[config.mk]
export PLATFORM = sky130hd
export DESIGN_NAME = tm1638_spi_burst
export DESIGN_NICKNAME = d
export VERILOG_FILES = /design/src/rtl/tm1638_spi_burst.sv
export SDC_FILE = /design/constraint.sdc
export NUM_CORES = 1
export LEC_CHECK = 0
export ABC_AREA = 1
export BUFFER_PORTS_ARGS = -buffer_cell sky130_fd_sc_hd__buf_2
export CAP_MARGIN = 20
export CORE_MARGIN = 5
export CORE_UTILIZATION = 40
export DETAILED_ROUTE_END_ITERATION = 6
export SLEW_MARGIN = 25
export SYNTH_ARGS = -nofsm -noshare
export SYNTH_HDL_FRONTEND = slang
export SYNTH_SLANG_ARGS = --single-unit
[constraint.sdc]
create_clock -name i_Clk -period 2.3 [get_ports i_Clk]
set_input_delay 0.115 -clock i_Clk [delete_from_list [all_inputs] [get_ports i_Clk]]
set_output_delay 0.115 -clock i_Clk [all_outputs]
set_load 0.05 [all_outputs]
[src/rtl/tm1638_spi_burst.sv]
// Purpose: strobe-framed TM1638 serial engine: command byte, then a write burst or a key-scan read burst.
// Latency: busy for 2 + bit cells + GAP cycles (read adds TWAIT bit periods); o_Done pulses in the final busy cycle.
// Backpressure: i_Start is only accepted in IDLE; requests while busy are dropped (flagged on o_Overrun with SPI_OVERRUN_EN).
module tm1638_spi_burst #(
   parameter int CYCLES    = 1,
   parameter int MAX_BYTES = 16,
   parameter int RD_BYTES  = 4,
   parameter int TWAIT     = 2,
   parameter int GAP       = 2,
   localparam int LW       = $clog2(MAX_BYTES + 1)
) (
   input  logic                   i_Clk,
   input  logic                   i_Rst_n,
   input  logic                   i_Start,
   input  logic                   i_Read,
   input  logic [7:0]             i_Cmd,
   input  logic [LW-1:0]          i_Len,
   input  logic [8*MAX_BYTES-1:0] i_Data,
   output logic                   o_Busy,
   output logic                   o_Done,
   output logic [31:0]            o_Rd_Data,
   output logic                   o_Rd_Valid,
   output logic                   o_SPI_Stb,
   output logic                   o_SPI_Clk,
   output logic                   o_SPI_Dio,
   output logic                   o_SPI_Dio_Oe,
`ifdef SPI_OVERRUN_EN
   output logic                   o_Overrun,
`endif
   input  logic                   i_SPI_Dio
);

   // One counter serves the bit cell, the turnaround wait and the strobe gap,
   // so it is sized for the longest of the three.
   localparam int HALF  = CYCLES + 1;
   localparam int BITP  = 2 * HALF;
   localparam int WAITC = TWAIT * BITP;
   localparam int MAXA  = (WAITC > BITP) ? WAITC : BITP;
   localparam int MAXC  = (GAP > MAXA) ? GAP : MAXA;
   localparam int CW    = $clog2(MAXC);
   // Byte counter must hold both the write length and RD_BYTES (up to 4).
   localparam int BW    = (LW > 3) ? LW : 3;
   localparam int RD_SHIFT = 32 - 8 * RD_BYTES;

   localparam logic [CW-1:0] HALF_M1 = CW'(HALF - 1);
   localparam logic [CW-1:0] BITP_M1 = CW'(BITP - 1);
   localparam logic [CW-1:0] WAIT_M1 = CW'((WAITC > 0) ? WAITC - 1 : 0);
   localparam logic [CW-1:0] GAP_M1  = CW'(GAP - 1);
   localparam logic [LW-1:0] MAX_LEN = LW'(MAX_BYTES);
   localparam logic [BW-1:0] RD_LEN  = BW'(RD_BYTES);

   typedef enum logic [2:0] {
      S_IDLE, S_LOAD, S_CMD, S_WAIT, S_WDATA, S_RDATA, S_GAP, S_DONE
   } state_t;

   state_t                 state_q, state_d;
   logic [CW-1:0]          cnt_q, cnt_d;
   logic [2:0]             bit_q, bit_d;
   logic [BW-1:0]          byte_q, byte_d;
   logic                   read_q, read_d;
   logic [7:0]             cmd_q, cmd_d;
   logic [LW-1:0]          len_q, len_d;
   logic [8*MAX_BYTES-1:0] data_q, data_d;
   logic [31:0]            rd_sh_q, rd_sh_d;
   logic [31:0]            rd_data_q, rd_data_d;

   logic                   bit_end;
   logic [BW-1:0]          byte_nxt;
   logic [LW-1:0]          len_clamp;
   logic [7:0]             cur_byte;

   // Write payload is consumed by shifting, so the byte on the wire is always the low byte.
   assign cur_byte  = data_q[7:0];
   assign len_clamp = (i_Len > MAX_LEN) ? MAX_LEN : i_Len;
   assign o_Rd_Data = rd_data_q;

   // State register.
   always_ff @(posedge i_Clk) begin
      if (!i_Rst_n) state_q <= S_IDLE;
      else          state_q <= state_d;
   end

   // Datapath registers: counters, latched request and read shifter.
   always_ff @(posedge i_Clk) begin
      if (!i_Rst_n) begin
         cnt_q     <= '0;
         bit_q     <= '0;
         byte_q    <= '0;
         read_q    <= 1'b0;
         cmd_q     <= '0;
         len_q     <= '0;
         data_q    <= '0;
         rd_sh_q   <= '0;
         rd_data_q <= '0;
      end else begin
         cnt_q     <= cnt_d;
         bit_q     <= bit_d;
         byte_q    <= byte_d;
         read_q    <= read_d;
         cmd_q     <= cmd_d;
         len_q     <= len_d;
         data_q    <= data_d;
         rd_sh_q   <= rd_sh_d;
         rd_data_q <= rd_data_d;
      end
   end

   // Next-state, counter sequencing and pin outputs.
   always_comb begin
      state_d   = state_q;
      cnt_d     = cnt_q;
      bit_d     = bit_q;
      byte_d    = byte_q;
      read_d    = read_q;
      cmd_d     = cmd_q;
      len_d     = len_q;
      data_d    = data_q;
      rd_sh_d   = rd_sh_q;
      rd_data_d = rd_data_q;
      bit_end   = (cnt_q == BITP_M1);
      byte_nxt  = byte_q + BW'(1);

      o_Busy       = (state_q != S_IDLE);
      o_Done       = (state_q == S_DONE);
      o_Rd_Valid   = (state_q == S_DONE) && read_q;
      o_SPI_Stb    = 1'b1;
      o_SPI_Clk    = 1'b1;
      o_SPI_Dio    = 1'b0;
      o_SPI_Dio_Oe = 1'b0;

      case (state_q)
         S_IDLE: begin
            if (i_Start) begin
               state_d = S_LOAD;
               read_d  = i_Read;
               cmd_d   = i_Cmd;
               len_d   = len_clamp;
               data_d  = i_Data;
            end
         end
         S_LOAD: begin
            state_d = S_CMD;
            cnt_d   = '0;
            bit_d   = '0;
            byte_d  = '0;
         end
         S_CMD: begin
            o_SPI_Stb    = 1'b0;
            o_SPI_Dio_Oe = 1'b1;
            o_SPI_Clk    = (cnt_q > HALF_M1);
            o_SPI_Dio    = cmd_q[bit_q];
            cnt_d        = bit_end ? '0 : cnt_q + CW'(1);
            if (bit_end) begin
               bit_d = bit_q + 3'd1;
               if (bit_q == 3'd7) begin
                  if (read_q)            state_d = (TWAIT > 0) ? S_WAIT : S_RDATA;
                  else if (len_q != '0)  state_d = S_WDATA;
                  else                   state_d = S_GAP;
               end
            end
         end
         S_WAIT: begin
            // Clock parked high with DIO released so the chip can take the line.
            o_SPI_Stb = 1'b0;
            if (cnt_q == WAIT_M1) begin
               cnt_d   = '0;
               state_d = S_RDATA;
            end else begin
               cnt_d = cnt_q + CW'(1);
            end
         end
         S_WDATA: begin
            o_SPI_Stb    = 1'b0;
            o_SPI_Dio_Oe = 1'b1;
            o_SPI_Clk    = (cnt_q > HALF_M1);
            o_SPI_Dio    = cur_byte[bit_q];
            cnt_d        = bit_end ? '0 : cnt_q + CW'(1);
            if (bit_end) begin
               bit_d = bit_q + 3'd1;
               if (bit_q == 3'd7) begin
                  data_d = data_q >> 8;
                  byte_d = byte_nxt;
                  if (byte_nxt == BW'(len_q)) state_d = S_GAP;
               end
            end
         end
         S_RDATA: begin
            o_SPI_Stb = 1'b0;
            o_SPI_Clk = (cnt_q > HALF_M1);
            cnt_d     = bit_end ? '0 : cnt_q + CW'(1);
            if (bit_end) begin
               // Last high cycle before the falling edge: the chip's bit is settled.
               rd_sh_d = {i_SPI_Dio, rd_sh_q[31:1]};
               bit_d   = bit_q + 3'd1;
               if (bit_q == 3'd7) begin
                  byte_d = byte_nxt;
                  if (byte_nxt == RD_LEN) state_d = S_GAP;
               end
            end
         end
         S_GAP: begin
            if (cnt_q == GAP_M1) begin
               cnt_d   = '0;
               state_d = S_DONE;
               // Shifter fills from the top; align so unread bytes come out as zero.
               if (read_q) rd_data_d = rd_sh_q >> RD_SHIFT;
            end else begin
               cnt_d = cnt_q + CW'(1);
            end
         end
         S_DONE: begin
            state_d = S_IDLE;
         end
         default: begin
            state_d = S_IDLE;
         end
      endcase
   end

`ifdef SPI_OVERRUN_EN
   logic ovr_q, ovr_d;

   // Sticky flag for requests dropped while busy; an accepted 0xFF command clears it.
   always_comb begin
      ovr_d = ovr_q;
      if (state_q == S_IDLE && i_Start && i_Cmd == 8'hFF)
         ovr_d = 1'b0;
      else if (i_Start && state_q != S_IDLE && state_q != S_DONE)
         ovr_d = 1'b1;
   end

   // Overrun flag register.
   always_ff @(posedge i_Clk) begin
      if (!i_Rst_n) ovr_q <= 1'b0;
      else          ovr_q <= ovr_d;
   end

   assign o_Overrun = ovr_q;
`endif

endmodule

==> metrics.cfg, run 1 <==
[run_status]
status = completed

[logic_synthesis]
synth_top_family_by_area = compound AO/OA/AOI/OAI gates
ys_warn_count = 0
synth-compound-area-share_pct = 22.8
synth_xor_area_share_pct = 0
synth-seq-area-share_pct = 47.9
avgSynthCellArea_sq_um = 7.33
synth_nets = 1410
yosys.area_share.simple_pct = 21.7
async_flop_share_pct = 0
muxShareOfSynthArea_pct = 0
ys_types = 26
syn-cell-area_sq_mm = 0.00919
yosysTopAreaCellShare_pct = 47.9
yosys.area.top_type = dfxtp_1
synthFlopType = dfxtp_1
yosysMostFrequentCell = nand2_1
synth_area_leaders = dfxtp_1, nand2_1, o21ai_0, a31oi_1, nor2_1
syn-instance-count = 1253
synth_fa_ha_area_share_pct = 1.50
synth_common_cells = nand2_1, dfxtp_1, o21ai_0, a31oi_1, nor2_1
synth_edf_count = 0
synth-seq-cells = 220

[setup_path]
required_ns = 2.18
criticalPathCategory = flip-flop to primary output
endpoint_kind = primary output
critPathMaxFanout = 7
reg2reg_slack_ns = 0.23
reg2reg_to = data_q[61]
worstRegToRegCells = 8
critPathLaunch = state_q[2]
crit_path_start_kind = flip-flop
cp.arrival_ns = 2.02
crit_end = o_SPI_Clk
reg2reg_from = bit_q[1]

[floorplan]
ios = 185
start_util_pct = 40.6
dieWidth_um = 162
fp.dieArea_sq_mm = 0.0261
rows = 55
core-area_sq_mm = 0.0226
die_h_um = 162

[clock_network]
clockBufferDepth = 3
tritoncts.num_buffers = 25
clkTransAtPathRegs_ns = 0.06
cts_tree = done
clock-root-buffer = clkbuf_16
htree_levels = 1
cts_sinks = 220
clk_latency_ns = 0.53

[detailed_routing]
vias_per_cell = 5.17
drc = 0
routedWlPerCell_um = 14.8
first_iter_violations = 685
vias = 9499
antenna_left = 0
first_pass_iters = 5
wl_mm = 27.1

[pwr]
clockPowerShare_pct = 29.7
peakVddDrop_mv = 0.615
leakagePower_nw = 5.42
swShare_pct = 35.4
cellPowerDensity_mw_per_mm2 = 1050
p_int_mw = 8.61
comb_power_share_pct = 31.0
p_sw_mw = 4.71
power_frac_seq_pct = 39.3

[layout]
area_delta_synth_final_pct = 37.8
drive_above_1_share_pct = 16.4
layoutNonFillerInstCount = 1837
nFillCells = 2064
nets = 1692

[sta]
finalClockSkew_ns = 0.0151
finalSetupViolations = 0
min_period_over_period_pct = 92.9
fin_tns_setup_ns = 0
min_period_ns = 2.14
slew_headroom_pct = 43.7
clock.fmax_mhz = 468
rsz0062_at_grt = false
timing_hold_violations_final = 0
worst_pin_slew_ns = 0.844
report.final.slew_viol_count = 0

[global_route]
antenna_found_initial = 1
grt_max_degree = 129
gr-total-overflow = 0
grt_pass1_vias = 8959
grt_usage_pct = 20.1
use_met2_pct = 31.4
grt_first_pass_wirelength_mm = 44.5
grt.met3_usage_pct = 2.73
top_usage_layer = met2
grt.met1_usage_pct = 28.4

[placed_design]
gp_congestion = 0.822
dp.cells = 1646
io_buffers = 184
dp_hpwl_mm = 16.5

[worst_hold_path]
hold_path.class = input port to flip-flop

[flow_run]
drv_cap = 0

==> routing by layer <==
metal / share of wire (%) / vias to the layer above
met5: 0 / -
met4: 3.2 / 0
met3: 5.2 / 60
met2: 45 / 292
met1: 47 / 4311
li1: - / 4836
==> critical path, cell delays in order (launching register included) <==
cell     delay [ns]
dfxtp_1        0.31
inv_1          0.20
nand3_1        0.19
nand2_1        0.17
nor2_2         0.07
inv_1          0.15
o21ai_0        0.18
buf_4          0.23
==> per-stage QoR <==
stage               total power, mW  hold WS (ns)  setup slack (ns)  instance area, sq um  utilization, %
floorplan                      8.10         0.250            0.0742                  9190               -
global placement               9.13         0.351             0.329                 10300            45.7
detailed placement             9.18         0.351             0.229                 10300            45.7
CTS                            13.4        0.0447            0.0340                 12600            55.8
global route                   14.2        0.0816            0.0153                 12700            55.9
finish                         13.3        0.0727             0.163                 12700            55.9
==> repair_timing <==
action,CTS,global route
endpoints found under the setup margin,1,3
hold endpoints to repair,143,0
buffers inserted,0,0
cloned,0,0
hold buffers,147,0
resized for setup,1,5
==> power by group through the flow <==
stage / clock network [mW] / registers [mW] / logic (mW)
5_1_grt: 4.23 / 5.35 / 4.65
3_5_place_dp: 0 / 5.30 / 3.89
6_report: 3.96 / 5.24 / 4.13
2_1_floorplan: 0 / 5.17 / 2.94
4_1_cts: 4.05 / 5.23 / 4.10
3_3_place_gp: 0 / 5.29 / 3.84
==> state kept, by name (all words and copies together) (netlist names) <==
register / count
cmd_q: 8
state_q: 3
data_q: 128
read_q: 1
len_q: 5
byte_q: 5
cnt_q: 3
bit_q: 3
rd_sh_q: 32
o_Rd_Data: 32
==> logic make-up after synthesis <==
kind of cell | Yosys count
buffers and inverters | 140
adders and majority gates | 11
and+or+nand+nor | 497
AOI/OAI and AO/OA | 385
DFF | 220
==> layout by cell type, fill, tap and decap left out, types with 15 or more instances in the layout <==
cell,Yosys,routed
inv_1,41,41
nor2_1,93,91
dlygate4sd3_1,0,147
nand2_1,326,326
o21ai_0,175,175
a21oi_1,68,68
buf_2,20,182
a31oi_1,120,120
nand3_1,62,62
o21ai_1,15,15
clkbuf_16,0,25
buf_4,1,15
dfxtp_1,220,218
==> final cells by class <==
cell class	count	area [sq um]	area share [%]
diodes	1	2.50	0.0198
clock buffers	33	696	5.50
clock inverters	10	123	0.969
inverters	43	164	1.30
multi-input cells	893	4250	33.6
flip-flops and latches	220	4410	34.8
well taps	285	357	2.82
repair buffers	352	2660	21.0
==> worst min path at each step <==
stage / from / to / slack [ns] / cells past startpoint
after floorplan: i_Cmd[0] / cmd_q[0] / 0.25 / 2
after global placement: i_Cmd[7] / cmd_q[7] / 0.35 / 3
after detailed placement: i_Cmd[3] / cmd_q[3] / 0.35 / 3
after CTS: i_Rst_n / cnt_q[1] / 0.04 / 3
after global routing: i_Rst_n / cnt_q[1] / 0.08 / 3
final: i_Rst_n / cnt_q[1] / 0.07 / 3
(Power assumes the default switching activity.)
==> inputs of run 2 (changes only) <==
Settings changed: CAP_MARGIN 20 to default, CORE_UTILIZATION 40 to 30.
==> run 2 against run 1 <==
  * Sequential power hardly changed
  * Clock power grew 11%
  * Routed wire length increased by 3.1%
  * Count of clock-buffer cells in the layout rose by 3
  * Worst hold slack improved by 0.017 ns
  * Sequential share of layout area fell by 0.85 points
  * Critical endpoint unchanged
==> metrics.cfg, run 2 (same netlist as run 1, synthesis figures left out) <==
[floorplan]
core-area_sq_mm = 0.0304  ; +34%
ios = 185  ; unchanged
start_util_pct = 30.2  ; -10 points
dieWidth_um = 185  ; +15%
die_h_um = 185  ; +15%
fp.dieArea_sq_mm = 0.0342  ; +31%
rows = 64  ; +16%

[setup_path]
required_ns = 2.18  ; about the same
cp.arrival_ns = 2.02  ; about the same
critPathTopFamily = simple AND/OR/NAND/NOR gates
crit_path_start_kind = flip-flop
criticalPathCategory = flip-flop to primary output
reg2reg_to = data_q[57]
reg2reg_slack_ns = 0.24  ; about the same
cp.depth = 7  ; unchanged
worstRegToRegCells = 8  ; unchanged
path_cells = nor2_2 > nand2_4 > nand2_1 > nor2_1 > inv_1 > o21ai_0 > buf_4
slowest_delay_ns = 0.36  ; +0.05 ns
endpoint_kind = primary output
crit_slowest_cell = dfxtp_2
critPathMaxFanout = 8  ; +1
reg2reg_from = bit_q[1]
cp.buffers_inverters = 2  ; -1

[clock_network]
clockBufferDepth = 3  ; unchanged
postCtsSetupRepairBufs = 0  ; unchanged
clkTransAtPathRegs_ns = 0.06  ; about the same
cts_tree = done
clk_latency_ns = 0.53  ; about the same
tritoncts.num_buffers = 26  ; +4.0%
clock-root-buffer = clkbuf_16
cts_sinks = 220  ; unchanged
htree_levels = 1  ; unchanged

[pwr]
clockPowerShare_pct = 31.7  ; +2.0 points
p_sw_mw = 4.79  ; +1.6%
cellPowerDensity_mw_per_mm2 = 1070  ; +1.8%
power_frac_seq_pct = 37.6  ; -1.7 points
swShare_pct = 34.5  ; -0.92 points
finalPower_mw = 13.9  ; +4.3%
leakagePower_nw = 5.49  ; +1.4%
peakVddDrop_mv = 0.504  ; -18%
p_int_mw = 9.11  ; +5.8%
comb_power_share_pct = 30.7  ; -0.3 points

[detailed_routing]
wl_mm = 28.0  ; +3.1%
vias_per_cell = 4.84  ; -6.3%
routedWlPerCell_um = 14.3  ; -3.3%
drc = 0  ; unchanged
vias = 9483  ; -0.17%
first_iter_violations = 662  ; -3.4%
antenna_left = 0  ; unchanged
first_pass_iters = 7  ; +2

[sta]
min_period_ns = 2.14  ; -0.000777 ns
finalClockSkew_ns = 0.0173  ; +0.00219 ns
fin_tns_setup_ns = 0  ; unchanged
worst_pin_slew_ns = 0.899  ; +0.0546 ns
slew_headroom_pct = 40.1  ; -3.6 points
timing_hold_violations_final = 0  ; unchanged
min_period_over_period_pct = 92.9  ; about the same
fin_ws_ns = 0.164  ; +0.000777 ns
clock.fmax_mhz = 468  ; about the same
finalSetupViolations = 0  ; unchanged
report.final.slew_viol_count = 0  ; unchanged
rsz0062_at_grt = false
whs_ns = 0.0899  ; +0.0173 ns

[placed_design]
dp_hpwl_mm = 17.0  ; +3.5%
gp_congestion = 0.815  ; -0.78%
placed_cell_area_sq_mm = 0.0105  ; +1.8%
io_buffers = 184  ; unchanged
place_ws_ns = 0.267  ; +0.0378 ns

[run_status]
status = completed

[global_route]
grt_first_pass_wirelength_mm = 44.9  ; +0.77%
grt_max_degree = 129  ; unchanged
gr-total-overflow = 0  ; unchanged
grt_usage_pct = 15.6  ; -4.5 points
antenna_found_initial = 1  ; unchanged
grt_pass1_vias = 9146  ; +2.1%

[layout]
largest_register = data_q
final_cell_area_sq_mm = 0.0130  ; +2.5%
largest_reg_flops = 128  ; unchanged
nets = 1698  ; +0.35%
layout_common_cells = nand2_1, dfxtp_1, buf_2
area_delta_synth_final_pct = 41.2
final_common_cell = nand2_1
drive_above_1_share_pct = 17.0  ; +0.54 points

[worst_hold_path]
hp-start = i_Start
hold_path.class = input port to flip-flop
min_path_cells = 4  ; +1
holdPathEnd = len_q[2]

[flow_run]
drv_cap = 0  ; unchanged

## run 2: metal layers
layer	track usage [%]	vias up	part of all wire, %
li1	-	4853	-
met1	20.4	4324	45
met2	26.3	244	47
met3	2.42	62	5.1
met4	5.14	0	3.0
met5	0	-	0
## run 2: worst max path at each step
stage / startpoint / end / slack, ns
2_1_floorplan: state_q[2] / o_Rd_Valid / 0.07
3_3_place_gp: bit_q[1] / data_q[92] / 0.30
3_5_place_dp: bit_q[1] / data_q[54] / 0.27
4_1_cts: state_q[1] / o_SPI_Clk / 0.08
5_1_grt: bit_q[0] / o_SPI_Dio / 0.01
6_report: state_q[1] / o_SPI_Clk / 0.16
## run 2: what timing repair did
| action | CTS | global route |
|---|---|---|
| hold buffers | 148 | 0 |
| resized for setup | 0 | 7 |
| hold endpoints to repair | 143 | 0 |
| endpoints found under the setup margin | 0 | 2 |
## run 2: area by class of cell
type | count | area, sq um
clock inverters | 12 | 186
diodes | 1 | 2.50
inverters | 43 | 164
flip-flops and latches | 220 | 4410
well taps | 396 | 495
multi-input cells | 893 | 4250
clock buffers | 36 | 758
fillers | 3019 | 17500
repair buffers | 357 | 2710
## run 2: power groups by stage
stage                     Combinational [mW]  Clock [mW]  Sequential (mW)
final                                   4.27        4.41             5.22
after global routing                    4.83        4.69             5.33
after CTS                               4.26        4.55             5.21
after detailed placement                4.05           0             5.28
after global placement                  3.98           0             5.27
after floorplan                         2.94           0             5.17
## run 2: worst register-to-register path, delay by kind of cell (launching register included)
kind	cells	cell delay [ns]
flops	1	0.44
simple gates	1	0.16
buf+inv	2	0.48
fa+ha+maj	2	0.42
compound gates	3	0.48
## run 2: metrics by stage
step / utilization, % / std cells
floorplan: - / 1253
global placement: 34.6 / 1761
detailed placement: 34.6 / 1761
CTS: 42.6 / 1957
global route: 42.6 / 1958
finish: 42.6 / 1958
==> inputs of run 3 (changes only) <==
Settings changed: ABC_AREA 1 to default.
==> run 3 against run 2 <==
  * Clock skew down 0.011 ns
  * Via count up 0.21%
  * Sequential share of layout area down 1.9 points
  * Utilization down 0.33 points
  * Worst hold slack better by 0.14 ns
  * Critical endpoint unchanged
  * Highest routed layer unchanged
==> metrics.cfg, run 3 <==
[placed_design]
gp_congestion = 0.791  ; -2.9%
io_buffers = 184  ; unchanged
place_ws_ns = -0.0408  ; -0.308 ns
placed_cell_area_sq_mm = 0.0113  ; +6.9%
dp_hpwl_mm = 18.3  ; +7.1%

[detailed_routing]
first_iter_violations = 550  ; -17%
vias = 9503  ; +0.21%
wl_mm = 29.7  ; +6.3%
drc = 0  ; unchanged
routedWlPerCell_um = 15.1  ; +5.5%
antenna_left = 0  ; unchanged
first_pass_iters = 5  ; -2
vias_per_cell = 4.81  ; -0.60%

[layout]
largest_register = data_q
drive_above_1_share_pct = 22.8  ; +5.8 points
area_delta_synth_final_pct = 39.7
nFillCells = 3152  ; +4.4%
final_cell_area_sq_mm = 0.0137  ; +5.8%
seq_area_sq_mm = 0.00441  ; unchanged
largest_reg_flops = 128  ; unchanged
final_common_cell = nand2_1
layout_common_cells = nand2_1, dfxtp_1, buf_2
fin_util_pct = 42.3  ; -0.33 points
nets = 1669  ; -1.7%
multi_input_area_sq_mm = 0.00497  ; +17%

[setup_path]
path_cells = buf_6 > clkinvlp_4 > nor2_1 > buf_4 > a21oi_2 > or3_1 > buf_4
crit_slowest_cell = dfxtp_2
critPathTopFamily = buffers and inverters
critPathMaxFanout = 7  ; -1
slowest_delay_ns = 0.37  ; about the same
cp.arrival_ns = 2.08  ; +0.06 ns
cp.buffers_inverters = 4  ; +2
criticalPathCategory = flip-flop to primary output
required_ns = 2.18  ; about the same
crit_top_cell = buf_4
endpoint_kind = primary output
crit_path_start_kind = flip-flop

[sta]
report.final.slew_viol_count = 0  ; unchanged
worst_pin_slew_ns = 0.615  ; -0.284 ns
finalClockSkew_ns = 0.00678  ; -0.0105 ns
finalSetupViolations = 0  ; unchanged
min_period_over_period_pct = 95.6  ; +2.7 points
rsz0062_at_grt = false
slew_headroom_pct = 59.0  ; +19 points
timing_hold_violations_final = 0  ; unchanged
fin_ws_ns = 0.102  ; -0.0622 ns
min_period_ns = 2.20  ; +0.0622 ns
clock.fmax_mhz = 455  ; -2.8%

[global_route]
grt_usage_pct = 15.6  ; +0.054 points
grt_pass1_vias = 9256  ; +1.2%
antenna_found_initial = 0  ; -1
grt_max_degree = 121  ; -6.2%
gr-total-overflow = 0  ; unchanged
grt_first_pass_wirelength_mm = 47.7  ; +6.4%

[logic_synthesis]
synthFlopType = dfxtp_1
synth_nets = 1372  ; -2.7%
syn-instance-count = 1215  ; -3.0%
synth_edf_count = 0  ; unchanged
synth_area_leaders = dfxtp_1, nand2_1, a311oi_2, a311oi_1, a21oi_1
avgSynthCellArea_sq_um = 8.09  ; +10%
ys_warn_count = 0  ; unchanged
syn-cell-area_sq_mm = 0.00983  ; +7.0%
yosysMostFrequentCell = nand2_1
yosys.area.top_type = dfxtp_1
async_flop_share_pct = 0  ; unchanged
synth_common_cells = nand2_1, dfxtp_1, nor2_1, a21oi_1, clkbuf_1
yosysTopAreaCellShare_pct = 44.8  ; -3.1 points
synth-seq-cells = 220  ; unchanged
ys_types = 52  ; +100%
synth-seq-area-share_pct = 44.8  ; -3.1 points

[floorplan]
start_util_pct = 30.3  ; +0.091 points
dieWidth_um = 191  ; +3.2%
core-area_sq_mm = 0.0325  ; +6.7%
die_h_um = 191  ; +3.2%
ios = 185  ; unchanged
fp.dieArea_sq_mm = 0.0365  ; +6.6%
rows = 66  ; +3.1%

[flow_run]
drv_cap = 0  ; unchanged

[run_status]
status = completed

[clock_network]
clockBufferDepth = 3  ; unchanged
cts_tree = done
clkTransAtPathRegs_ns = 0.05  ; about the same
tritoncts.num_buffers = 27  ; +3.8%
cts_sinks = 220  ; unchanged
clk_latency_ns = 0.53  ; about the same
htree_levels = 1  ; unchanged
clock-root-buffer = clkbuf_16

[worst_hold_path]
hold_path.class = input port to flip-flop

[pwr]
finalPower_mw = 16.9  ; +22%
leakagePower_nw = 5.33  ; -3.0%
peakVddDrop_mv = 0.662  ; +31%
cellPowerDensity_mw_per_mm2 = 1230  ; +15%

run 3: cell types whose count changed after synthesis, sizes merged, moves of 35 or more:
cell	change
o21ai	-181
a311oi	+120
a31oi	-119
nand2	+87
nand3	-45
nor2	+35
run 3: kinds of logic after synthesis:
family / after synthesis / synth area share [%]
flip-flops: 220 / 44.8
buffers and inverters: 113 / 4.81
AO/OA/AOI/OAI: 254 / 22.5
XOR/XNOR: 6 / 0.535
adder cells (fa/ha/maj): 11 / 1.40
multiplexers: 7 / 1.22
AND/OR/NAND/NOR: 604 / 24.7
run 3: what timing repair did:
item	CTS	global route
setup buffers	1	4
cloned	0	2
pin swaps	0	1
hold buffers	144	0
setup endpoints to repair	44	66
hold endpoints to repair	145	0
resized for setup	4	8
run 3: final cells by class:
class | count | share of cell area, %
multi-input cells | 882 | 36.2
flip-flops and latches | 220 | 32.1
repair buffers | 370 | 20.8
clock buffers | 39 | 5.84
well taps | 442 | 4.03
clock inverters | 7 | 0.565
inverters | 11 | 0.383
diodes | 3 | 0.0547
run 3: final timing paths:
kind                  from             to  slack (ns)  cells after the start
max             state_q[2]      o_SPI_Clk        0.10                      7
min                i_Start         read_q        0.23                      4
max reg2reg       cnt_q[0]     data_q[14]        0.19                      9
min reg2reg  o_Rd_Data[31]  o_Rd_Data[31]        0.45                      2
run 3: routing by layer:
metal  part of all wire [%]  track usage, %  vias to the layer above
met5                      0               0                        -
met4                    2.4            3.84                        0
met3                    5.6            2.68                       42
met2                     47            26.1                      264
met1                     45            21.1                     4423
li1                       -               -                     4774
run 3: where the power goes:
group          internal [mW]  switching (mW)  total (mW)  leakage [nW]
clock network           2.52            1.63        4.15         0.431
logic                   2.89            4.43        7.32          3.09
registers               4.88           0.591        5.47          1.80
total                   10.3            6.66        16.9          5.33
run 3: tightest hold or removal path: cells and delay by family:
family	cells	cell delay, ns
AND/OR/NAND/NOR	2	0.40
buffers and inverters	1	0.14
AO/OA/AOI/OAI	1	0.05
run 3: per-stage QoR:
| stage | hold slack, ns | std cells | TNS [ns] |
|---|---|---|---|
| 3_3_place_gp | 0.361 | 1774 | 0 |
| 2_1_floorplan | 0.248 | 1215 | 0 |
| 4_1_cts | 0.203 | 1965 | 0 |
| 3_5_place_dp | 0.367 | 1774 | -0.117 |
| 6_report | 0.227 | 1974 | 0 |
| 5_1_grt | 0.270 | 1971 | 0 |
